--- src/rtl/matrix_scan_param.sv ---
// Row/bitplane scan sequencer for HUB75-style LED matrices: shifts a row, latches it,
// and times output_enable per bitplane. Define MATRIX_SCAN_BLANK_EN for row-change dead time.
module matrix_scan_param #(
  parameter int COLUMNS     = 64,
  parameter int ROW_BITS    = 4,
  parameter int PWM_BITS    = 6,
  parameter int BASE_OE     = 23,
  parameter int LATCH_WIDTH = 1
`ifdef MATRIX_SCAN_BLANK_EN
  ,
  parameter int BLANK_CYCLES = 4
`endif
) (
  input  logic                        clk_in,
  input  logic                        reset_n,
  input  logic                        scan_en,
  output logic [$clog2(COLUMNS)-1:0]  column_address,
  output logic [ROW_BITS-1:0]         row_address,
  output logic [ROW_BITS-1:0]         row_address_active,
  output logic [PWM_BITS-1:0]         brightness_mask,
  output logic [PWM_BITS-1:0]         brightness_mask_active,
  output logic                        clk_pixel_load_en,
  output logic                        clk_pixel_en,
  output logic                        row_latch,
  output logic                        output_enable,
  output logic                        frame_start
);

  localparam int CW     = $clog2(COLUMNS);
  localparam int OE_MAX = BASE_OE << (PWM_BITS - 1);
  localparam int OW     = $clog2(OE_MAX + 1);
  localparam int LCW    = $clog2(LATCH_WIDTH + 1);

  localparam logic [CW-1:0]       COL_LAST  = CW'(COLUMNS - 1);
  localparam logic [PWM_BITS-1:0] MASK_MSB  = PWM_BITS'(1) << (PWM_BITS - 1);
  localparam logic [LCW-1:0]      LATCH_END = LCW'(LATCH_WIDTH - 1);

  typedef enum logic [2:0] {LOAD, DRAIN, HOLD, LATCH, WAIT} state_t;

  state_t               state_q, state_d;
  logic [CW-1:0]        col_q, col_d;
  logic                 load_en_q, load_en_d;
  logic                 pix_en_q;
  logic [LCW-1:0]       latch_cnt_q, latch_cnt_d;
  logic [OW-1:0]        oe_cnt_q, oe_cnt_d, oe_load;
  logic [ROW_BITS-1:0]  row_q, row_d, row_act_q, row_act_d;
  logic [PWM_BITS-1:0]  mask_q, mask_d, mask_act_q, mask_act_d;
  logic                 frame_q, frame_d;
  logic                 oe_on_next;
  logic                 hold_done;

`ifdef MATRIX_SCAN_BLANK_EN
  localparam int BW = $clog2(BLANK_CYCLES + 1);
  logic [BW-1:0] blank_q, blank_d;
`endif

  // OE period for the plane currently selected for loading.
  always_comb begin
    oe_load = '0;
    for (int i = 0; i < PWM_BITS; i++) begin
      if (mask_q[i]) oe_load = OW'(BASE_OE) << i;
    end
  end

  // The FSM looks one cycle ahead so the latch lands in the first dark cycle.
  assign oe_on_next = (oe_cnt_q > OW'(1));

`ifdef MATRIX_SCAN_BLANK_EN
  always_comb begin
    hold_done = 1'b0;
    if (oe_cnt_q == OW'(1))   hold_done = (blank_q == '0);
    else if (!oe_on_next)     hold_done = (blank_q <= BW'(1));
  end
`else
  assign hold_done = !oe_on_next;
`endif

  always_comb begin
    // NOTE: every signal written here gets a default first, so no path can infer a latch.
    state_d     = state_q;
    col_d       = col_q;
    load_en_d   = 1'b0;
    latch_cnt_d = '0;
    oe_cnt_d    = (oe_cnt_q != '0) ? oe_cnt_q - 1'b1 : '0;
    row_d       = row_q;
    row_act_d   = row_act_q;
    mask_d      = mask_q;
    mask_act_d  = mask_act_q;
    frame_d     = 1'b0;
`ifdef MATRIX_SCAN_BLANK_EN
    blank_d     = blank_q;
`endif

    unique case (state_q)
      LOAD: begin
        // Only the post-reset entry arrives here with the shift enable still low.
        if (!load_en_q) begin
          load_en_d = 1'b1;
          col_d     = COL_LAST;
        end else if (col_q == '0) begin
          state_d = DRAIN;
        end else begin
          load_en_d = 1'b1;
          col_d     = col_q - 1'b1;
        end
      end

      DRAIN: begin
`ifdef MATRIX_SCAN_BLANK_EN
        if (row_q != row_act_q) begin
          state_d = HOLD;
          blank_d = BW'(BLANK_CYCLES);
        end else if (oe_on_next) begin
          state_d = HOLD;
          blank_d = '0;
        end else begin
          state_d = LATCH;
        end
`else
        state_d = oe_on_next ? HOLD : LATCH;
`endif
      end

      HOLD: begin
        if (hold_done) begin
          state_d = LATCH;
        end
`ifdef MATRIX_SCAN_BLANK_EN
        else if (oe_cnt_q == '0) begin
          blank_d = blank_q - 1'b1;
        end
`endif
      end

      LATCH: begin
        if (latch_cnt_q == LATCH_END) begin
          state_d    = WAIT;
          row_act_d  = row_q;
          mask_act_d = mask_q;
          oe_cnt_d   = oe_load;
          frame_d    = (row_q == '0) && mask_q[PWM_BITS-1];
          if (mask_q[0]) begin
            mask_d = MASK_MSB;
            row_d  = row_q + 1'b1;
          end else begin
            mask_d = mask_q >> 1;
          end
        end else begin
          latch_cnt_d = latch_cnt_q + 1'b1;
        end
      end

      WAIT: begin
        // oe_cnt_q includes the current cycle, so remaining-after-this <= COLUMNS+1.
        if (scan_en && (32'(oe_cnt_q) <= COLUMNS + 2)) begin
          state_d   = LOAD;
          load_en_d = 1'b1;
          col_d     = COL_LAST;
        end
      end

      default: state_d = LOAD;
    endcase
  end

  always_ff @(posedge clk_in or negedge reset_n) begin
    if (!reset_n) begin
      state_q     <= LOAD;
      col_q       <= '0;
      load_en_q   <= 1'b0;
      pix_en_q    <= 1'b0;
      latch_cnt_q <= '0;
      oe_cnt_q    <= '0;
      row_q       <= '0;
      row_act_q   <= '0;
      mask_q      <= MASK_MSB;
      mask_act_q  <= '0;
      frame_q     <= 1'b0;
`ifdef MATRIX_SCAN_BLANK_EN
      blank_q     <= '0;
`endif
    end else begin
      // NOTE: non-blocking assignments so every register samples pre-edge values.
      state_q     <= state_d;
      col_q       <= col_d;
      load_en_q   <= load_en_d;
      pix_en_q    <= load_en_q;
      latch_cnt_q <= latch_cnt_d;
      oe_cnt_q    <= oe_cnt_d;
      row_q       <= row_d;
      row_act_q   <= row_act_d;
      mask_q      <= mask_d;
      mask_act_q  <= mask_act_d;
      frame_q     <= frame_d;
`ifdef MATRIX_SCAN_BLANK_EN
      blank_q     <= blank_d;
`endif
    end
  end

  // Both strobes decode straight from async-reset registers, so reset darkens them at once.
  assign row_latch              = (state_q == LATCH);
  assign output_enable          = (oe_cnt_q != '0);
  assign column_address         = col_q;
  assign clk_pixel_load_en      = load_en_q;
  assign clk_pixel_en           = pix_en_q;
  assign row_address            = row_q;
  assign row_address_active     = row_act_q;
  assign brightness_mask        = mask_q;
  assign brightness_mask_active = mask_act_q;
  assign frame_start            = frame_q;

endmodule

--- config.mk ---
export PLATFORM = sky130hd
export DESIGN_NAME = matrix_scan_param
export DESIGN_NICKNAME = d
export VERILOG_FILES = /design/src/rtl/matrix_scan_param.sv
export SDC_FILE = /design/constraint.sdc
export NUM_CORES = 1
export LEC_CHECK = 0
export CAP_MARGIN = 20
export CORE_AREA = 3 3 67 69
export DETAILED_ROUTE_END_ITERATION = 10
export DIE_AREA = 0 0 70 72
export DONT_BUFFER_PORTS = 1
export PLACE_DENSITY_LB_ADDON = 0.25
export SLEW_MARGIN = 20
export SYNTH_ARGS = -nofsm -noshare
export SYNTH_HDL_FRONTEND = slang
export SYNTH_SLANG_ARGS = --single-unit
export TNS_END_PERCENT = 30
--- constraint.sdc ---
create_clock -name clk_in -period 2 [get_ports clk_in]
set_input_delay 0.5 -clock clk_in [delete_from_list [all_inputs] [get_ports clk_in]]
set_output_delay 0.5 -clock clk_in [all_outputs]
set_load 0.03 [all_outputs]
# [Word-level counts from Yosys, hierarchy flattened]
# Cells that the tools add are included.
[op_classes] addsub=4 n_mul=0 div_mod_pow=0 magnitude_cmp=2 eq_ne=10 n_shift=0 mux=29 n_bitwise=1 n_reduce_logical=11
[op_table] operator="two-way mux 10 bit" n=6
[op_table] operator="two-way mux 6 bit" n=5
[op_table] operator="two-way mux 3 bit" n=5
[op_table] operator="case mux 3 bit (5 select lines)" n=1
[op_table] operator="case mux 6 bit (2 select lines)" n=1
[op_table] operator="> comparator 10 x 1 -> 1 bit (second input constant)" n=1
[op_table] operator="less-or-equal comparator 10 x 7 -> 1 bit (second input constant)" n=1
[op_table] operator="inequality test 2 bit (second input constant)" n=5
[op_table] operator="nonzero test 10 bit" n=1
[op_table] operator="subtractor 10 x 1 -> 10 bit (second input constant)" n=1
[op_table] operator="two-way mux 1 bit" n=8
[op_table] operator="two-way mux 7 bit" n=1
[op_table] operator="equality test 3 x 2 -> 1 bit (second input constant)" n=2
[op_table] operator="zero test 6 bit" n=1
[op_table] operator="AND reduction 3 bit" n=2
[op_table] operator="subtractor 6 x 1 -> 6 bit (second input constant)" n=1
[op_table] operator="two-way mux 5 bit" n=1
[op_table] operator="AND reduction 5 bit" n=1
[op_table] operator="adder 4 x 1 -> 4 bit (second input constant)" n=1
[op_table] operator="zero test 4 bit" n=1
[op_table] operator="equality test 3 x 1 -> 1 bit (second input constant)" n=1
[op_table] operator="equality test 3 bit (second input constant)" n=1
[op_table] operator="zero test 3 bit" n=1
[op_table] operator="inequality test 3 bit (second input constant)" n=1
[op_table] operator="other kinds (6)" n=7
[totals] register_bits=43 latch_bits=0 ramBits=0 mem_bits_ro=0 input_bits=3 output_inout_bits=31 wordCells=68 mem_count=0

# [Depth between registers and ports, before layout]
[depth] word_depth=8 ltp_mapped=7 depth_no_buf=6

# [Worst setup path after synthesis]
# No wires, ideal clock.
[synth_path] kind="reg-to-reg" from="register col_q[0], in the netlist column_address[0]" to="register col_q[2], in the netlist column_address[2]" setup_ns=0.121 arrival_time_ns=1.781 required_ns=1.879 path_slack_ns=0.098 stages_incl_launch_ff=7 path_buffers=0 cell_sequence="dfrtp_1 > inv_1 > ha_1 > and4bb_4 > a2111oi_4 > nand2_1 > a22o_1"
[synth_between] elab_chain_len=4 elab_cells_between_ends=7 cone_classes="add/sub (1); eq/ne (1); mux (3); reduce/logical (2)"
[synth_lines] item="start: declaration" line="41" source="logic [CW-1:0] col_q, col_d;"
[synth_lines] item="start signal: assignment" line="185" source="col_q <= col_d;"
[synth_lines] item="subtractor 6 x 1 -> 6 bit" line="104" source="col_d = col_q - 1'b1;"
[synth_lines] item="two-way mux 6 bit" line="100" source="end else if (col_q == '0) begin"
[synth_lines] item="two-way mux 6 bit" line="97" source="if (!load_en_q) begin"
[synth_lines] item="case mux 6 bit (2 select lines)" line="94" source="unique case (state_q)"
# Parallel ways exist; a longest one is shown, timed or not. The select of a mux whose other input is x is not followed.
# A chain may end at the register's enable or synchronous reset.

# [Worst setup path in the final report]
[layout_path] from="register oe_cnt_q[3]" to="output port output_enable"
[layout_between] elab_chain_len=1
[layout_lines] item="start: declaration" line="45" source="logic [OW-1:0] oe_cnt_q, oe_cnt_d, oe_load;"
[layout_lines] item="start signal: assignment" line="189" source="oe_cnt_q <= oe_cnt_d;"
[layout_lines] item="nonzero test 10 bit" line="203" source="assign output_enable = (oe_cnt_q != '0);"
[layout_lines] item="end: declaration" line="25" source="output logic output_enable,"
# Every way passes these cells.

==> metrics.md <==
| Metric | Value |
|---|---|
| Status | `completed` |
| Syn Area/Cell | `roughly 9.9 um^2` |
| Initial Util | `0.536` |
| Cells after Synth | `between 200 and 250` |
| Crit path DAT | `around 1.5 ns` |
| Placeable Area | `0.00397 mm^2` |
| TritonRoute pass-1 iters | `4` |
| First-pass GRT wire length | `8160 um` |
| Final Slew Violations | `0` |
| Synth async-reset ratio | `1.00` |
| Worst Path Max Fanout | `5` |
| R2R Path Start | `column_address[0]$_DFFE_PN0P_` |
| Post-route DRC | `0` |
| Total power | `about 3.3 mW` |
| Min Tclk post-route | `1.97 ns` |
| Nets | `240` |
| Crit-path cells | `nor4_4 > nand4b_1 > buf_4` |
| DRT Wirelength | `4760 um` |
| Synthesis Warnings | `0` |
| Fraction of layout cells with a size suffix above 1 | `0.169` |
| Post-Syn Area | `between 0.002 and 0.0025 mm^2` |
| Clk sinks | `42` |
| Worst min path class | `in2async` |
| CTS tree | `done` |
| Largest net degree at the start of global routing | `between 40 and 50` |
| Final setup TNS | `0 ns` |
| Gpl congestion | `approximately 0.8` |
| Max-cap viol count | `0` |
| Post-synthesis sequential area ratio | `0.494` |
| Initial antenna violation count | `0` |
| Reg2Reg Setup Slack | `roughly 0.18 ns` |
| Worst vdd ir | `between 0.6 and 0.7 mV` |
| CTS HTree Levels | `2` |
| CP max stage delay | `around 0.46 ns` |
| CTS clk-pin slew, worst paths | `roughly 0.090 ns` |
| DP Wirelength | `3360 um` |
| Crit path from | `oe_cnt_q[3]$_DFF_PN0_` |
| Area fraction of the dominant cell type after synthesis | `0.482` |
| Worst-Margin Slew | `~0.53 ns` |
| Final core occ | `0.617` |
| Startpoint types | `register` |
| RSZ-0062 raised after global routing | `false` |
| Post-synthesis cell type count | `a little over 50` |
| Cts bufs inserted | `5` |
| I/O pins | `34` |
| Clock Skew | `0.0119 ns` |
| Clock buffer depth | `2` |
| Worst setup margin | `around 0.035 ns` |
| Rel. slew slack | `0.646` |
| Final Hold Fails | `0` |
| Critical Path End | `output_enable` |
| Synthesized netlist net count | `approximately 230` |
| Vias per inst | `5.87` |
| Drt wl/cell | `approximately 17 um` |
| Flops & latches, synth | `42` |
| Crit end category | `output port` |
| Most common cell in the netlist | `dfrtp_1` |
| Clk_lat worst skew | `approximately 0.30 ns` |
| Chip width | `about 70 um` |
| Most area-consuming cells after synthesis | `dfrtp_1 (48%), nand2_1 (5.3%), ha_1 (4.1%)` |
| Vias in the first global route | `~1600` |
| Drt first-iter violations | `~150` |
| Via count | `roughly 1700` |
| EDFF count, synth | `0` |
| Routed Antenna Nets | `0` |
| Setup Crit Path Kind | `reg2out` |
| PwrDens | `between 1000 and 1500 mW/mm^2` |
| Area leader, netlist | `dfrtp_1` |
| Data required, critical path | `around 1.5 ns` |
| Inst Count DP | `271` |
| CP max stage cell | `dfrtp_2` |
| Die Footprint | `~0.005 mm^2` |
| Site row count | `23` |
| GRT overflow | `0` |
| Total GRT Usage | `0.205` |
| CTS root buf | `clkbuf_8` |
| Area Overhead vs Synth | `15.0%` |
| Ant diodes | `0` |
| R2R Path End | `column_address[2]$_DFFE_PN0P_` |
| Die H | `a little over 70 um` |
| Top_reg_cell synth | `dfrtp_1` |
| Final period util | `0.983` |
| Pre-CTS setup slack | `slightly below 0.2 ns` |
| Port Buffers | `0` |
| FILL cells | `329` |
| Synth top cells by count | `dfrtp_1 (41), nand2_1 (30), nor2_1 (18)` |
| Final std cells w/o fill | `roughly 280` |
| Pleak | `1.14 nW` |
| Fmax | `509 MHz` |
| Reg2Reg Depth | `6` |
| # setup viols final | `0` |
routing by layer:
metal,GRT usage,up-vias,share of wire
li1,-,786,-
met1,0.263,795,0.42
met2,0.328,64,0.48
met3,0.0651,5,0.084
met4,0.0787,0,0.016
met5,0,-,0
cells in the final DEF, fill, tap and decap left out, drive strengths merged, types with 2 or more instances in the layout:
cell type	Yosys	routed
dfrtp	41	41
nand2	30	30
nor2	18	18
buf	4	16
o21ai	14	14
inv	14	14
nand3	9	9
a21oi	8	8
ha	7	7
xnor2	5	5
clkbuf	4	5
nor3	5	5
mux2i	4	4
nand4b	3	3
xor2	3	3
o31ai	3	3
or4	3	3
a2111oi	3	3
nand3b	3	3
a21o	2	2
and3b	2	2
o41ai	2	2
a31oi	2	2
o22ai	2	2
o211a	2	2
bufinv	0	2
nor4	2	2
o32ai	2	2
worst min-delay path by stage:
stage                                           to  slack [ns]
floorplan           brightness_mask[0]$_DFFE_PN0P_        0.20
global placement            clk_pixel_en$_DFF_PN0_        0.21
detailed placement          clk_pixel_en$_DFF_PN0_        0.21
CTS                 brightness_mask[5]$_DFFE_PN1P_        0.02
global route        brightness_mask[5]$_DFFE_PN1P_        0.01
finish                       oe_cnt_q[5]$_DFF_PN0_        0.03
power by group:
part	switching (mW)	internal, mW
logic	0.629	0.508
registers	0.298	1.04
clock network	0.307	0.500
total	1.23	2.05
state kept, by name (all words and copies together), names as in the netlist:
name                    cells
clk_pixel_load_en           1
oe_cnt_q                   10
clk_pixel_en                1
row_address_active          4
frame_start                 1
brightness_mask             6
row_address                 4
state_q                     3
brightness_mask_active      6
column_address              6
repair_timing:
item,CTS,global route
endpoints found under the hold margin,41,0
gates cloned,0,0
hold buffers,1,0
pin swaps,0,1
endpoints found under the setup margin,1,1
setup buffers,0,1
gates resized for setup,1,4
kinds of logic (layout without fill, tap and decap cells):
group,Yosys count,after routing,share of synthesized area
AOI/OAI and AO/OA,45,45,0.153
muxes,5,5,0.0241
DFF,42,42,0.494
buffers and inverters,22,38,0.0411
xor gates and xnor gates,8,8,0.0329
adders and majority gates,7,7,0.0411
and+or+nand+nor,86,86,0.214
through the flow:
stage	instance area (um^2)	hold slack (ns)
after floorplan	2130	0.204
after detailed placement	2260	0.205
after global placement	2260	0.205
after CTS	2430	0.0207
final	2450	0.0314
after global routing	2450	0.0136
cell type report:
cell class | count | area [um^2] | share of cell area
Sequential cell | 42 | 1050 | 0.431
Inverter | 14 | 52.6 | 0.0215
Clock inverter | 3 | 68.8 | 0.0281
Multi-Input combinational cell | 151 | 1010 | 0.412
Timing Repair Buffer | 16 | 133 | 0.0541
Tap cell | 50 | 62.6 | 0.0255
Clock buffer | 5 | 68.8 | 0.0281
worst max-delay path: cells and delay by family, from the launching register on:
family                 cells  cell delay [ns]
AND/OR/NAND/NOR            2             0.49
buffers and inverters      1             0.21
flip-flops                 1             0.46
No activity file was read; power rests on OpenSTA's default activity.
